$ cat config.mk
export PLATFORM = sky130hd
export DESIGN_NAME = nibble_serial_adder16_flat
export DESIGN_NICKNAME = d
export VERILOG_FILES = /design/src/rtl/nibble_serial_adder16_pkg.sv /design/src/rtl/nibble_serial_adder16_if.sv /design/src/rtl/nibble_serial_adder16_add4.sv /design/src/rtl/nibble_serial_adder16.sv /design/src/flat_wrapper.sv
export SDC_FILE = /design/constraint.sdc
export NUM_CORES = 1
export LEC_CHECK = 0
export BUFFER_PORTS_ARGS = -buffer_cell sky130_fd_sc_hd__buf_4
export CORE_MARGIN = 1
export CORE_UTILIZATION = 38
export CTS_CLUSTER_DIAMETER = 120
export DETAILED_ROUTE_END_ITERATION = 8
export SLEW_MARGIN = 20
export SYNTH_ARGS = -nofsm -noshare
export SYNTH_HDL_FRONTEND = slang
export SYNTH_SLANG_ARGS = --single-unit
$ cat constraint.sdc
create_clock -name clk -period 4.8 [get_ports clk]
set_input_delay 0.24 -clock clk [delete_from_list [all_inputs] [get_ports clk]]
set_output_delay 0.24 -clock clk [all_outputs]
set_load 0.03 [all_outputs]
$ cat src/rtl/nibble_serial_adder16_pkg.sv
// nibble_serial_adder16_pkg: shared FSM encoding and nibble width for serial stages
package nibble_serial_adder16_pkg;
  localparam int NIBBLE_W = 4;
  localparam logic [1:0] IDLE = 2'd0;
  localparam logic [1:0] RUN  = 2'd1;
  localparam logic [1:0] DONE = 2'd2;
endpackage

$ cat src/rtl/nibble_serial_adder16_if.sv
// nibble_serial_adder16_if: operand/result handshake bundle
interface nibble_serial_adder16_if #(parameter int WIDTH = 16);
  logic             InValid;
  logic             InReady;
  logic [WIDTH-1:0] A;
  logic [WIDTH-1:0] B;
  logic             Cin;
  logic             OutValid;
  logic             OutReady;
  logic [WIDTH-1:0] Sum;
  logic             Cout;
  modport master (output InValid, A, B, Cin, OutReady, input InReady, OutValid, Sum, Cout);
  modport slave  (input InValid, A, B, Cin, OutReady, output InReady, OutValid, Sum, Cout);
endinterface

$ cat src/rtl/nibble_serial_adder16_add4.sv
// SerialAdder4bits: 4-bit adder with carry in/out, one nibble per cycle
module SerialAdder4bits (
  input  logic [3:0] a_i,
  input  logic [3:0] b_i,
  input  logic       c_i,
  output logic [3:0] s_o,
  output logic       c_o
);
  assign {c_o, s_o} = {1'b0, a_i} + {1'b0, b_i} + 5'(c_i);
endmodule

$ cat src/rtl/nibble_serial_adder16.sv
// nibble_serial_adder16: adds A+B+Cin one nibble per cycle through a single 4-bit adder
module nibble_serial_adder16
  import nibble_serial_adder16_pkg::*;
#(
  parameter int WIDTH = 16
) (
  input logic clk,
  input logic rst,
  nibble_serial_adder16_if.slave io
);
  localparam int NIBBLES = WIDTH / 4;
  localparam int IW = $clog2(NIBBLES);
  localparam logic [IW-1:0] LAST = IW'(NIBBLES - 1);
  logic [1:0]       state_q, state_d;
  logic [IW-1:0]    idx_q;
  logic             carry_q;
  logic [WIDTH-1:0] a_q, b_q, sum_q;
  logic             cout_q;
  logic [3:0]       a_nib, b_nib, s_nib;
  logic             c_nib;
  logic             accept, last;
  assign accept = (state_q == IDLE) && io.InValid;
  assign last   = idx_q == LAST;
  // pick the current nibble of each captured operand
  always_comb begin
    a_nib = a_q[NIBBLE_W*idx_q +: NIBBLE_W];
    b_nib = b_q[NIBBLE_W*idx_q +: NIBBLE_W];
  end
  SerialAdder4bits u_add (
    .a_i(a_nib),
    .b_i(b_nib),
    .c_i(carry_q),
    .s_o(s_nib),
    .c_o(c_nib)
  );
  // next state: IDLE->RUN on accept, RUN->DONE on last nibble, DONE->IDLE on handshake
  always_comb begin
    state_d = state_q;
    state_d = accept ? RUN
            : (state_q == RUN && last) ? DONE
            : (state_q == DONE && io.OutReady) ? IDLE
            : state_q;
  end
  // datapath and state registers; reset overrides any handshake
  always_ff @(posedge clk) begin
    if (rst) begin
      state_q <= IDLE;
      idx_q   <= '0;
      carry_q <= 1'b0;
      a_q     <= '0;
      b_q     <= '0;
      sum_q   <= '0;
      cout_q  <= 1'b0;
    end else begin
      state_q <= state_d;
      if (accept) begin
        a_q     <= io.A;
        b_q     <= io.B;
        carry_q <= io.Cin;
        idx_q   <= '0;
      end else if (state_q == RUN) begin
        sum_q[NIBBLE_W*idx_q +: NIBBLE_W] <= s_nib;
        carry_q <= c_nib;
        idx_q   <= last ? idx_q : idx_q + IW'(1);
        if (last) cout_q <= c_nib;
      end
    end
  end
  assign io.InReady  = state_q == IDLE;
  assign io.OutValid = state_q == DONE;
  assign io.Sum      = sum_q;
  assign io.Cout     = cout_q;
endmodule

$ cat src/flat_wrapper.sv
// flat-port wrapper written by rule: the top's interface ports become plain ports
module nibble_serial_adder16_flat import nibble_serial_adder16_pkg::*;
#(
  parameter int WIDTH = 16
)
  (clk, rst, io_InValid, io_A, io_B, io_Cin, io_OutReady, io_InReady, io_OutValid, io_Sum, io_Cout);
  nibble_serial_adder16_if #(.WIDTH(WIDTH)) io_i ();
  input logic clk;
  input logic rst;
  input wire logic [$bits(io_i.InValid)-1:0] io_InValid;
  input wire logic [$bits(io_i.A)-1:0] io_A;
  input wire logic [$bits(io_i.B)-1:0] io_B;
  input wire logic [$bits(io_i.Cin)-1:0] io_Cin;
  input wire logic [$bits(io_i.OutReady)-1:0] io_OutReady;
  output wire logic [$bits(io_i.InReady)-1:0] io_InReady;
  output wire logic [$bits(io_i.OutValid)-1:0] io_OutValid;
  output wire logic [$bits(io_i.Sum)-1:0] io_Sum;
  output wire logic [$bits(io_i.Cout)-1:0] io_Cout;
  assign io_i.InValid = io_InValid;
  assign io_i.A = io_A;
  assign io_i.B = io_B;
  assign io_i.Cin = io_Cin;
  assign io_i.OutReady = io_OutReady;
  assign io_InReady = io_i.InReady;
  assign io_OutValid = io_i.OutValid;
  assign io_Sum = io_i.Sum;
  assign io_Cout = io_i.Cout;
  nibble_serial_adder16 #(.WIDTH(WIDTH)) u_core (.clk(clk), .rst(rst), .io(io_i));
endmodule
==> impl_metrics.json <==
{
  "clock_latency_ns": 0.30,
  "synth_top_area_share_pct": 44.63,
  "ff2ff_setup_slack_ns": 1.71,
  "drive_above_1_share_pct": 25.48,
  "critical_path_class": "flop to flop",
  "crit_family": "flip-flops",
  "cp_slowest_cell": "dfxtp_1",
  "rsz0062_at_grt": "false",
  "diodes": 0,
  "regToRegStartpoint": "u_core.idx_q[0]$_SDFFE_PP0P_",
  "drt-initial-drc-count": 112,
  "status": "complete, no violations",
  "path_cells": "mux4_2 > fa_1 > fa_1 > xor2_1 > a22oi_1 > nor2_1",
  "fin_nets": 359,
  "gr-total-overflow": 0,
  "row_count": 28,
  "antenna_left": 0,
  "instances_no_fill": 385,
  "route.detailed.drc": 0,
  "htreeDepth": 2,
  "postSynthAreaPerCell_um2": 9.210,
  "tightest_slew_ns": 0.9489,
  "yosysWarningCount": 0,
  "route.final.wire_length_mm": 5.184,
  "cp-start-kind": "flop",
  "crit_path_end": "u_core.io.Sum[2]$_SDFFE_PP0P_",
  "syn-cell-area_um2": 2422,
  "coreArea_um2": 6026,
  "ctsHoldBuffers": 0,
  "p_per_area_nw_per_um2": 296.5,
  "rr_worst_depth": 6,
  "synthTopCellsByArea": "dfxtp_1, nand2_1, a21oi_1",
  "gr-usage-all-layers_pct": 16.79,
  "p_leak_nw": 1.195,
  "hold_violations": 0,
  "synth_top_area_cell": "dfxtp_1",
  "wl_per_cell_um": 13.46,
  "synthTopCellsByCount": "nand2_1, dfxtp_1, a21oi_1",
  "slew_headroom_pct": 36.66,
  "finalMaxSlewViolations": 0,
  "hpwl_mm": 3.641,
  "start_util_pct": 40.20,
  "async_reset_ff_share_pct": 0,
  "grt_pass1_vias": 1865,
  "cts.sink_count": 54,
  "cts_tree": "built",
  "startpoint": "u_core.idx_q[0]$_SDFFE_PP0P_",
  "ioPinCount": 56,
  "setup_viol": 0,
  "die_x_um": 81.84,
  "final_core_util_pct": 48.53,
  "synth_cell_types": 42,
  "postCtsSetupRepairBufs": 0,
  "total_power_uw": 866.9,
  "crit_arrival_ns": 3.33,
  "die_h_um": 81.84,
  "fin_ws_ns": 1.710,
  "cp.required_ns": 5.04,
  "fin_crit_ns": 3.090,
  "r2r_end": "u_core.io.Sum[2]$_SDFFE_PP0P_",
  "synth_edf_count": 0,
  "grt_max_degree": 56,
  "vias": 1944,
  "synthToLayoutAreaGrowth_pct": 20.71,
  "dr.pass1.iters": 4,
  "crit_path_frequent_cell": "fa_1",
  "cp_max_fo": 16,
  "dp.cells": 379,
  "synth_nets": 311,
  "cts_buffer_depth": 2,
  "gp_congestion": 0.7637,
  "antenna_found_initial": 0,
  "synth_flop_cell": "dfxtp_1",
  "tns_ns": 0,
  "min_period_over_period_pct": 64.37,
  "cts_resized": 0,
  "vias_per_cell": 5.049,
  "cp-end-kind": "flop",
  "root_buffer": "clkbuf_8",
  "slowest_delay_ns": 0.96,
  "maxCapViolCount": 0,
  "synthesis.instances": 263,
  "pre_cts_slack_ns": 1.693,
  "cts_made_buffers": 5,
  "place.port_buffers": 55,
  "ir_drop_v": 0.0001240,
  "grt_pass1_wl_mm": 8.673,
  "worst-path-stages": 6,
  "fmax_ghz": 0.3236,
  "synth.most_common_cell": "nand2_1",
  "ys_seq_elements": 54,
  "yosysSeqAreaShare_pct": 44.63,
  "clock_skew_ns": 0.002201,
  "cp_num_buf_inv": 0,
  "dieArea_um2": 6698,
  "min_path_type": "input pin to flop",
  "clk_pin_slew_ns": 0.09
}
-- kinds of logic after synthesis --
family                   count (synthesis)  synth area share (%)
AO/OA/AOI/OAI                           60                 15.03
XOR/XNOR                                 2                0.7233
adder cells (fa/ha/maj)                 11                 6.302
buffers and inverters                   20                 4.700
flip-flops                              54                 44.63
multiplexers                             9                 7.851
AND/OR/NAND/NOR                        107                 20.77
-- sequential cells by signal, summed over array words and instances (netlist names) --
signal / cells
u_core.b_q: 16
u_core.state_q: 2
u_core.carry_q: 1
u_core.io.Cout: 1
u_core.io.Sum: 16
u_core.idx_q: 2
u_core.a_q: 16
-- worst reg2reg max path: cells and delay by family, from the launching register on --
kind	cells	cell delay [ns]
flops	1	0.96
mux	1	0.62
fa+ha+maj	2	0.86
xor+xnor	1	0.34
simple gates	1	0.10
compound gates	1	0.15
-- cell usage in the layout (no fill, tap or decap) --
| master | n |
|---|---|
| a221oi_1 | 2 |
| o21bai_1 | 1 |
| xor2_1 | 1 |
| nand2_1 | 73 |
| mux2i_1 | 1 |
| mux4_2 | 8 |
| nand3b_1 | 1 |
| o21ai_0 | 1 |
| inv_2 | 1 |
| or2b_1 | 1 |
| a32oi_1 | 1 |
| o31ai_2 | 1 |
| or3b_1 | 1 |
| dfxtp_1 | 54 |
| xnor2_1 | 1 |
| nor2b_1 | 1 |
| clkbuf_8 | 6 |
| a21oi_1 | 37 |
| o22ai_1 | 1 |
| nor2_2 | 1 |
| nand2b_4 | 1 |
| and3b_2 | 1 |
| and2b_1 | 1 |
| buf_4 | 56 |
| and3_1 | 1 |
| a211oi_1 | 1 |
| nor4_4 | 2 |
| fa_1 | 2 |
| a311oi_1 | 1 |
| or2b_4 | 1 |
| inv_1 | 4 |
| nand3_1 | 2 |
| nor3_1 | 2 |
| ha_1 | 9 |
| nor2_1 | 16 |
| nand2b_2 | 1 |
| a21o_1 | 2 |
| a22oi_1 | 12 |
| and4bb_1 | 1 |
-- per-layer routing --
layer | part of all wire, % | up-vias | GRT usage [%]
met2 | 44 | 46 | 25.70
met1 | 51 | 891 | 24.13
met3 | 4.3 | 6 | 3.111
li1 | - | 1001 | -
met4 | 0.85 | 0 | 4.211
met5 | 0 | - | 0
-- worst min path at each step --
stage / from / end / slack [ns] / cells past startpoint
global route: io_A[5] / u_core.a_q[5]$_SDFFE_PP0P_ / 0.18 / 3
global placement: u_core.io.Sum[15]$_SDFFE_PP0P_ / u_core.io.Sum[15]$_SDFFE_PP0P_ / 0.44 / 2
detailed placement: u_core.io.Sum[15]$_SDFFE_PP0P_ / u_core.io.Sum[15]$_SDFFE_PP0P_ / 0.45 / 2
floorplan: io_A[0] / u_core.a_q[0]$_SDFFE_PP0P_ / 0.38 / 2
finish: io_B[10] / u_core.b_q[10]$_SDFFE_PP0P_ / 0.18 / 3
CTS: io_B[13] / u_core.b_q[13]$_SDFFE_PP0P_ / 0.17 / 3
-- through the flow --
step	instance area [um2]	hold slack, ns
finish	2924	0.1810
global route	2924	0.1765
CTS	2924	0.1740
detailed placement	2841	0.4464
global placement	2841	0.4395
floorplan	2422	0.3760
-- layout make-up --
type / count / area (um2)
Clock buffer: 6 / 82.58
Multi-Input combinational cell: 189 / 1227
Timing Repair Buffer: 56 / 420.4
Inverter: 5 / 18.77
Sequential cell: 54 / 1081
Fill cell: 620 / 3102
Tap cell: 75 / 93.84
-- where the power goes --
group	leakage (nW)	switching, mW	internal (mW)
logic	0.712	0.0711	0.0618
clock network	0.0431	0.137	0.112
registers	0.441	0.0173	0.468
total	1.20	0.226	0.641
(Power assumes the default switching activity.)
